File: src/rtl/comp4_minmax_seq.sv
// Burst min/max sequencer: time-multiplexes one external magnitude comparator to track
// the running max/min of a valid/ready sample burst and emits max, min, indices and count.
module comp4_minmax_seq #(
    parameter  int unsigned W      = 4,
    parameter  int unsigned MAXLEN = 16,
    localparam int unsigned CW     = $clog2(MAXLEN + 1),
    localparam int unsigned IW     = $clog2(MAXLEN)
) (
    input  logic          clk,
    input  logic          rst_n,
    input  logic          in_valid,
    output logic          in_ready,
    input  logic [W-1:0]  in_data,
    input  logic          in_last,
    output logic [W-1:0]  cmp_a,
    output logic [W-1:0]  cmp_b,
    input  logic          cmp_l,
    input  logic          cmp_g,
    input  logic          cmp_e,
    output logic          out_valid,
    input  logic          out_ready,
    output logic [W-1:0]  out_max,
    output logic [W-1:0]  out_min,
    output logic [IW-1:0] out_max_idx,
    output logic [IW-1:0] out_min_idx,
    output logic [CW-1:0] out_count
);

    typedef enum logic [1:0] {S_IN, S_MAX, S_MIN, S_OUT} state_t;

    state_t        state_q;
    logic [W-1:0]  sample_q, max_q, min_q, cmp_a_q, cmp_b_q;
    logic [IW-1:0] idx_q, max_idx_q, min_idx_q;
    logic [CW-1:0] count_q;
    logic          last_q, in_ready_q, out_valid_q;
    logic [W-1:0]  out_max_q, out_min_q;
    logic [IW-1:0] out_max_idx_q, out_min_idx_q;
    logic [CW-1:0] out_count_q;

    logic [CW-1:0] count_inc_d;
    logic          last_eff_d, max_upd_d, min_upd_d;
    logic [W-1:0]  min_d;
    logic [IW-1:0] min_idx_d;

    // A tie asserts cmp_e; gating with it keeps the earliest index even on a noisy comparator.
    always_comb begin
        count_inc_d = count_q + CW'(1);
        last_eff_d  = in_last || (count_inc_d == CW'(MAXLEN));
        max_upd_d   = cmp_g && !cmp_e;
        min_upd_d   = cmp_l && !cmp_e;
        min_d       = min_upd_d ? sample_q : min_q;
        min_idx_d   = min_upd_d ? idx_q    : min_idx_q;
    end

    always_ff @(posedge clk or negedge rst_n) begin
        if (!rst_n) begin
            state_q       <= S_IN;
            sample_q      <= '0;
            max_q         <= '0;
            min_q         <= '0;
            cmp_a_q       <= '0;
            cmp_b_q       <= '0;
            idx_q         <= '0;
            max_idx_q     <= '0;
            min_idx_q     <= '0;
            count_q       <= '0;
            last_q        <= 1'b0;
            in_ready_q    <= 1'b1;
            out_valid_q   <= 1'b0;
            out_max_q     <= '0;
            out_min_q     <= '0;
            out_max_idx_q <= '0;
            out_min_idx_q <= '0;
            out_count_q   <= '0;
        end else begin
            case (state_q)
                S_IN: begin
                    if (in_valid) begin
                        if (count_q == '0) begin
                            max_q     <= in_data;
                            min_q     <= in_data;
                            max_idx_q <= '0;
                            min_idx_q <= '0;
                            count_q   <= CW'(1);
                            if (last_eff_d) begin
                                state_q       <= S_OUT;
                                in_ready_q    <= 1'b0;
                                out_valid_q   <= 1'b1;
                                out_max_q     <= in_data;
                                out_min_q     <= in_data;
                                out_max_idx_q <= '0;
                                out_min_idx_q <= '0;
                                out_count_q   <= CW'(1);
                            end
                        end else begin
                            sample_q   <= in_data;
                            idx_q      <= count_q[IW-1:0];
                            last_q     <= last_eff_d;
                            count_q    <= count_inc_d;
                            cmp_a_q    <= in_data;
                            cmp_b_q    <= max_q;
                            state_q    <= S_MAX;
                            in_ready_q <= 1'b0;
                        end
                    end
                end
                S_MAX: begin
                    if (max_upd_d) begin
                        max_q     <= sample_q;
                        max_idx_q <= idx_q;
                    end
                    cmp_b_q <= min_q;
                    state_q <= S_MIN;
                end
                S_MIN: begin
                    min_q     <= min_d;
                    min_idx_q <= min_idx_d;
                    if (last_q) begin
                        state_q       <= S_OUT;
                        out_valid_q   <= 1'b1;
                        out_max_q     <= max_q;
                        out_max_idx_q <= max_idx_q;
                        out_min_q     <= min_d;
                        out_min_idx_q <= min_idx_d;
                        out_count_q   <= count_q;
                    end else begin
                        state_q    <= S_IN;
                        in_ready_q <= 1'b1;
                    end
                end
                S_OUT: begin
                    if (out_ready) begin
                        state_q     <= S_IN;
                        out_valid_q <= 1'b0;
                        in_ready_q  <= 1'b1;
                        count_q     <= '0;
                    end
                end
                default: begin
                    state_q     <= S_IN;
                    in_ready_q  <= 1'b1;
                    out_valid_q <= 1'b0;
                    count_q     <= '0;
                end
            endcase
        end
    end

    assign in_ready    = in_ready_q;
    assign out_valid   = out_valid_q;
    assign cmp_a       = cmp_a_q;
    assign cmp_b       = cmp_b_q;
    assign out_max     = out_max_q;
    assign out_min     = out_min_q;
    assign out_max_idx = out_max_idx_q;
    assign out_min_idx = out_min_idx_q;
    assign out_count   = out_count_q;

endmodule
File: config.mk
export PLATFORM = sky130hd
export DESIGN_NAME = comp4_minmax_seq
export DESIGN_NICKNAME = d
export VERILOG_FILES = /design/src/rtl/comp4_minmax_seq.sv
export SDC_FILE = /design/constraint.sdc
export NUM_CORES = 1
export LEC_CHECK = 0
export BUFFER_PORTS_ARGS = -buffer_cell sky130_fd_sc_hd__buf_2
export CORE_MARGIN = 2
export CORE_UTILIZATION = 25
export DETAILED_ROUTE_END_ITERATION = 10
export GPL_TIMING_DRIVEN = 0
export PLACE_DENSITY_LB_ADDON = 0.08
export SKIP_LAST_GASP = 1
export SLEW_MARGIN = 10
export SYNTH_ARGS = -nofsm -noshare
export SYNTH_HDL_FRONTEND = slang
export SYNTH_SLANG_ARGS = --single-unit
File: constraint.sdc
create_clock -name clk -period 2.1 [get_ports clk]
set_input_delay 0.42 -clock clk [delete_from_list [all_inputs] [get_ports clk]]
set_output_delay 0.42 -clock clk [all_outputs]
set_load 0.1 [all_outputs]
After elaboration in Yosys (flattened, before gate mapping)
Cells that the tools add are included.
Cells by class
  add/subtract/negate cells: 1
  equal/unequal tests: 13
  mux-type cells: 56
  bitwise gates (word level): 1
  reductions and logical operators: 19
Operators with widths (count)
  $mux 4: 20
  $pmux 4 s2: 9
  $mux 5: 7
  $pmux 5 s2: 2
  $ne 2x2->1 const B: 8
  $reduce_and 3->1: 5
  $mux 1: 10
  $mux 2: 5
  $reduce_and 5->1: 2
  $pmux 2 s4: 1
  $pmux 1 s3: 2
  $reduce_and 6->1: 1
  $reduce_bool 2->1: 3
  $add 5x1->5 const B: 1
  $eq 5x5->1 const B: 1
  $logic_not 5->1: 1
  $eq 2x2->1 const B: 2
  $reduce_and 4->1: 1
  $ne 3x3->1 const B: 1
  $reduce_bool 3->1: 1
  $eq 2x1->1 const B: 1
  $logic_and 1x1->1: 2
  $logic_not 2->1: 1
  $logic_not 1->1: 1
  2 further kinds: 2
Storage, ports and cells
  bits in registers: 59
  output and inout port bits: 31
  logic and storage cells: 107

Longest topological paths before layout
  word-level depth: 7
  mapped depth: 9

Least setup slack after synthesis
OpenSTA, ideal clock, no wires.
  path kind: reg-to-reg
  start point: register count_q[0]
  end point: register max_q[0]
  setup time: 0.125 ns
  arrival time: 2.055 ns
  data required time: 1.975 ns
  path slack: -0.080 ns
  stages on the path, launching flop included: 9
  period minus slack after synthesis: 2.180 ns
  cell sequence: dfrtp_1 -> clkbuf_1 -> inv_1 -> ha_1 -> or4b_1 -> buf_2 -> or2_4 -> a21oi_4 -> mux2_2
On the way
  cells in the longest elaborated chain, start to end: 3
Ends and longest elaborated chain
  start, declared: line 34  | logic [CW-1:0] count_q;
  start signal, assigned: line 99  | count_q <= count_inc_d;
  $logic_not 5->1: line 79  | if (count_q == '0) begin
  $ne 2x2->1 (no line)
  $reduce_and 4->1 (no line)
  end signal, assigned: line 80  | max_q <= in_data;
  end signal, assigned: line 109  | max_q <= sample_q;
  end, declared: line 32  | logic [W-1:0] sample_q, max_q, min_q, cmp_a_q, cmp_b_q;
No other way between the ends.
A chain may end at the register's enable or synchronous reset.

Worst setup path in the final report
  start point: register count_q[0]
  end point: register max_q[1]
The elaborated chain is that of the path after synthesis.

==> impl_metrics.yaml <==
status:
  violations: "hold timing, setup timing"
  status: "finished with violations"
synthesis:
  synthAdderAreaFrac_pct: 0.935
  yosysTopAreaCell: "dfrtp_1"
  synthTopCellsByCount: "58 x dfrtp_1, 41 x nand2_1, 30 x mux2_2, 29 x o21ai_0, 10 x clkbuf_1"
  ys_seq_area_share_pct: 55.2
  synth-async-reset-ratio_pct: 100
  ys_seq_elements: 59
  synth_area_per_cell_sq_um: 11.1
  synth.distinct_cells: 35
  synthSimpleGateAreaFrac_pct: 10.8
  synth_top_area_share_pct: 54.2
  synthFlopType: "dfrtp_1"
  post-synth-top-count-cell: "dfrtp_1"
  syn_area_sq_um: 2680
  synth_warnings: 0
  synth_xor_area_share_pct: 0.327
  synth_mux_area_share_pct: 14.5
  synth_compound_area_share_pct: 15.2
  synth_top_family_by_area: "compound AO/OA/AOI/OAI gates"
  synth_edf_count: 0
  synthTopCellsByArea: "dfrtp_1 54%, mux2_2 13%, nand2_1 5.7%"
  synthCells: 241
  syn-num-nets: 255
timing:
  setup_violations: 4
  holdWs_ps: -0.770
  fin_crit_sh_pct: 101
  rsz0062_at_grt: "true"
  clock_skew_ps: 11.1
  finalCriticalPeriod_ps: 2120
  tightest_slew_ps: 676
  slew_viol_final: 0
  hold_viol_final: 1
  slew_headroom_pct: 54.8
  setup_ws_ps: -19.7
  timing.fmax_mhz: 472
critical_path:
  cp.required_ps: 2310
  crit_fanout: 4
  crit_arrival_ps: 2330
  r2r_cells: 6
  worstSetupPathType: "register to register"
  endpoint_kind: "register"
  worstSetupStartpointType: "register"
floorplanning:
  fp.dieH_um: 107
  rows: 37
  die_area_sq_um: 11600
  fp.dieW_um: 107
  io_pins: 43
  start_util_pct: 25.8
  fp.coreArea_sq_um: 10400
layout:
  final_util_pct: 32.8
  drive_gt1_share_pct: 36.6
  antenna_cells: 0
  fin_cells: 439
  fin_nets: 313
  synthToLayoutAreaGrowth_pct: 27.1
  final_area_sq_um: 3400
global_route:
  gr-total-overflow: 0
  antenna_found_initial: 0
  grt_pass1_vias: 2109
  grt_pass1_wl_um: 11900
  track_usage_pct: 13.7
  grt_max_degree: 34
place:
  place_area_sq_um: 3120
  gp_congestion: 0.753
  port_buffers: 42
  place_inst: 420
  dp_hpwl_um: 5030
routing:
  wl_met3_um: 299
  wl_um: 7140
  drc_errors: 0
  drtIter0Drc: 78
  wl_per_cell_um: 16.3
  vias: 1987
  drt-pass1-iter-count: 4
  wl_met2_um: 3300
  wl_met1_um: 3510
  top_layer: "met4"
  drtAntennaViolNets: 0
  avgViaCountPerCell: 4.53
clock_network:
  htree_levels: 3
  clock_latency_ps: 340
  clock_tree.root_cell: "clkbuf_8"
  cts.sinks: 59
  clk_pin_slew_ps: 70
  cts_buffers: 9
  cts_tree: "built"
  clk_path_buf_depth: 2
hold_path:
  min_path_type: "primary input to asynchronous set/reset pin"
run:
  max_cap_violations: 0
[kinds of logic (layout without fill, tap and decap cells)]
logic type | Yosys count | count (layout)
muxes | 35 | 35
DFF | 59 | 59
xor gates and xnor gates | 1 | 1
and+or+nand+nor | 62 | 62
adders and majority gates | 2 | 2
buffers and inverters | 18 | 80
AOI/OAI and AO/OA | 64 | 64
[placed cells by master, fill, tap and decap left out, types with 2 or more instances in the layout]
cell type	n
a21o_1	5
a21oi_1	7
a22o_1	7
a22oi_1	4
a31oi_1	4
a32oi_1	2
buf_2	42
buf_4	8
buf_6	2
bufinv_16	2
clkbuf_1	8
clkbuf_8	10
clkinv_2	2
dfrtp_1	57
inv_4	2
mux2_2	26
mux2_4	4
mux2i_1	5
nand2_1	41
nand2b_1	3
nand3_1	2
nor2_1	4
nor2b_1	2
o21ai_0	29
o31ai_1	3
[per-stage QoR]
step / TNS [ps] / setup WS, ps
after global routing: -292 / -71.2
after floorplan: -106 / -26.5
after global placement: -8000 / -401
final: -37.9 / -19.7
after CTS: -717 / -128
after detailed placement: -7640 / -389
[worst max-delay path: stages (launching register included)]
cell and delay, ps:
dfrtp_1 430, inv_4 80, ha_4 110, or4b_4 490, or2_4 290, a21oi_4 270
mux2_4 320
[layer usage]
metal / global-route usage [%] / vias up
li1: - / 977
met1: 19.1 / 959
met2: 20.8 / 47
met3: 4.24 / 4
met4: 3.02 / 0
met5: 0 / -
[what timing repair did]
item / CTS / global route
pin swaps: 1 / 3
gates resized for setup: 9 / 6
hold buffers: 0 / 0
setup endpoints to repair: 34 / 29
buffers inserted: 5 / 1
[final timing paths]
| path | from | endpoint | slack (ps) |
|---|---|---|---|
| hold reg to reg | out_count[2] | out_count[2] | 470 |
| hold / removal | rst_n | last_q | -0.8 |
| setup reg to reg | count_q[0] | max_q[1] | -20 |
| min in group clk | out_ready | out_valid | 340 |
| max in group asynchronous | rst_n | out_max[2] | 1590 |
| setup / recovery | count_q[0] | max_q[1] | -20 |
[final cells by class]
type                            count  area (sq um)
Fill cell                        1097          6970
Tap cell                          136           170
Clock inverter                      5          77.6
Sequential cell                    59          1480
Inverter                            3          16.3
Buffer                             13          72.6
Multi-Input combinational cell    164          1170
Clock buffer                       10           138
Timing Repair Buffer               49           278
Power is not shown: default switching activity piles up to over one toggle a cycle in this logic, so the estimate is an artifact.
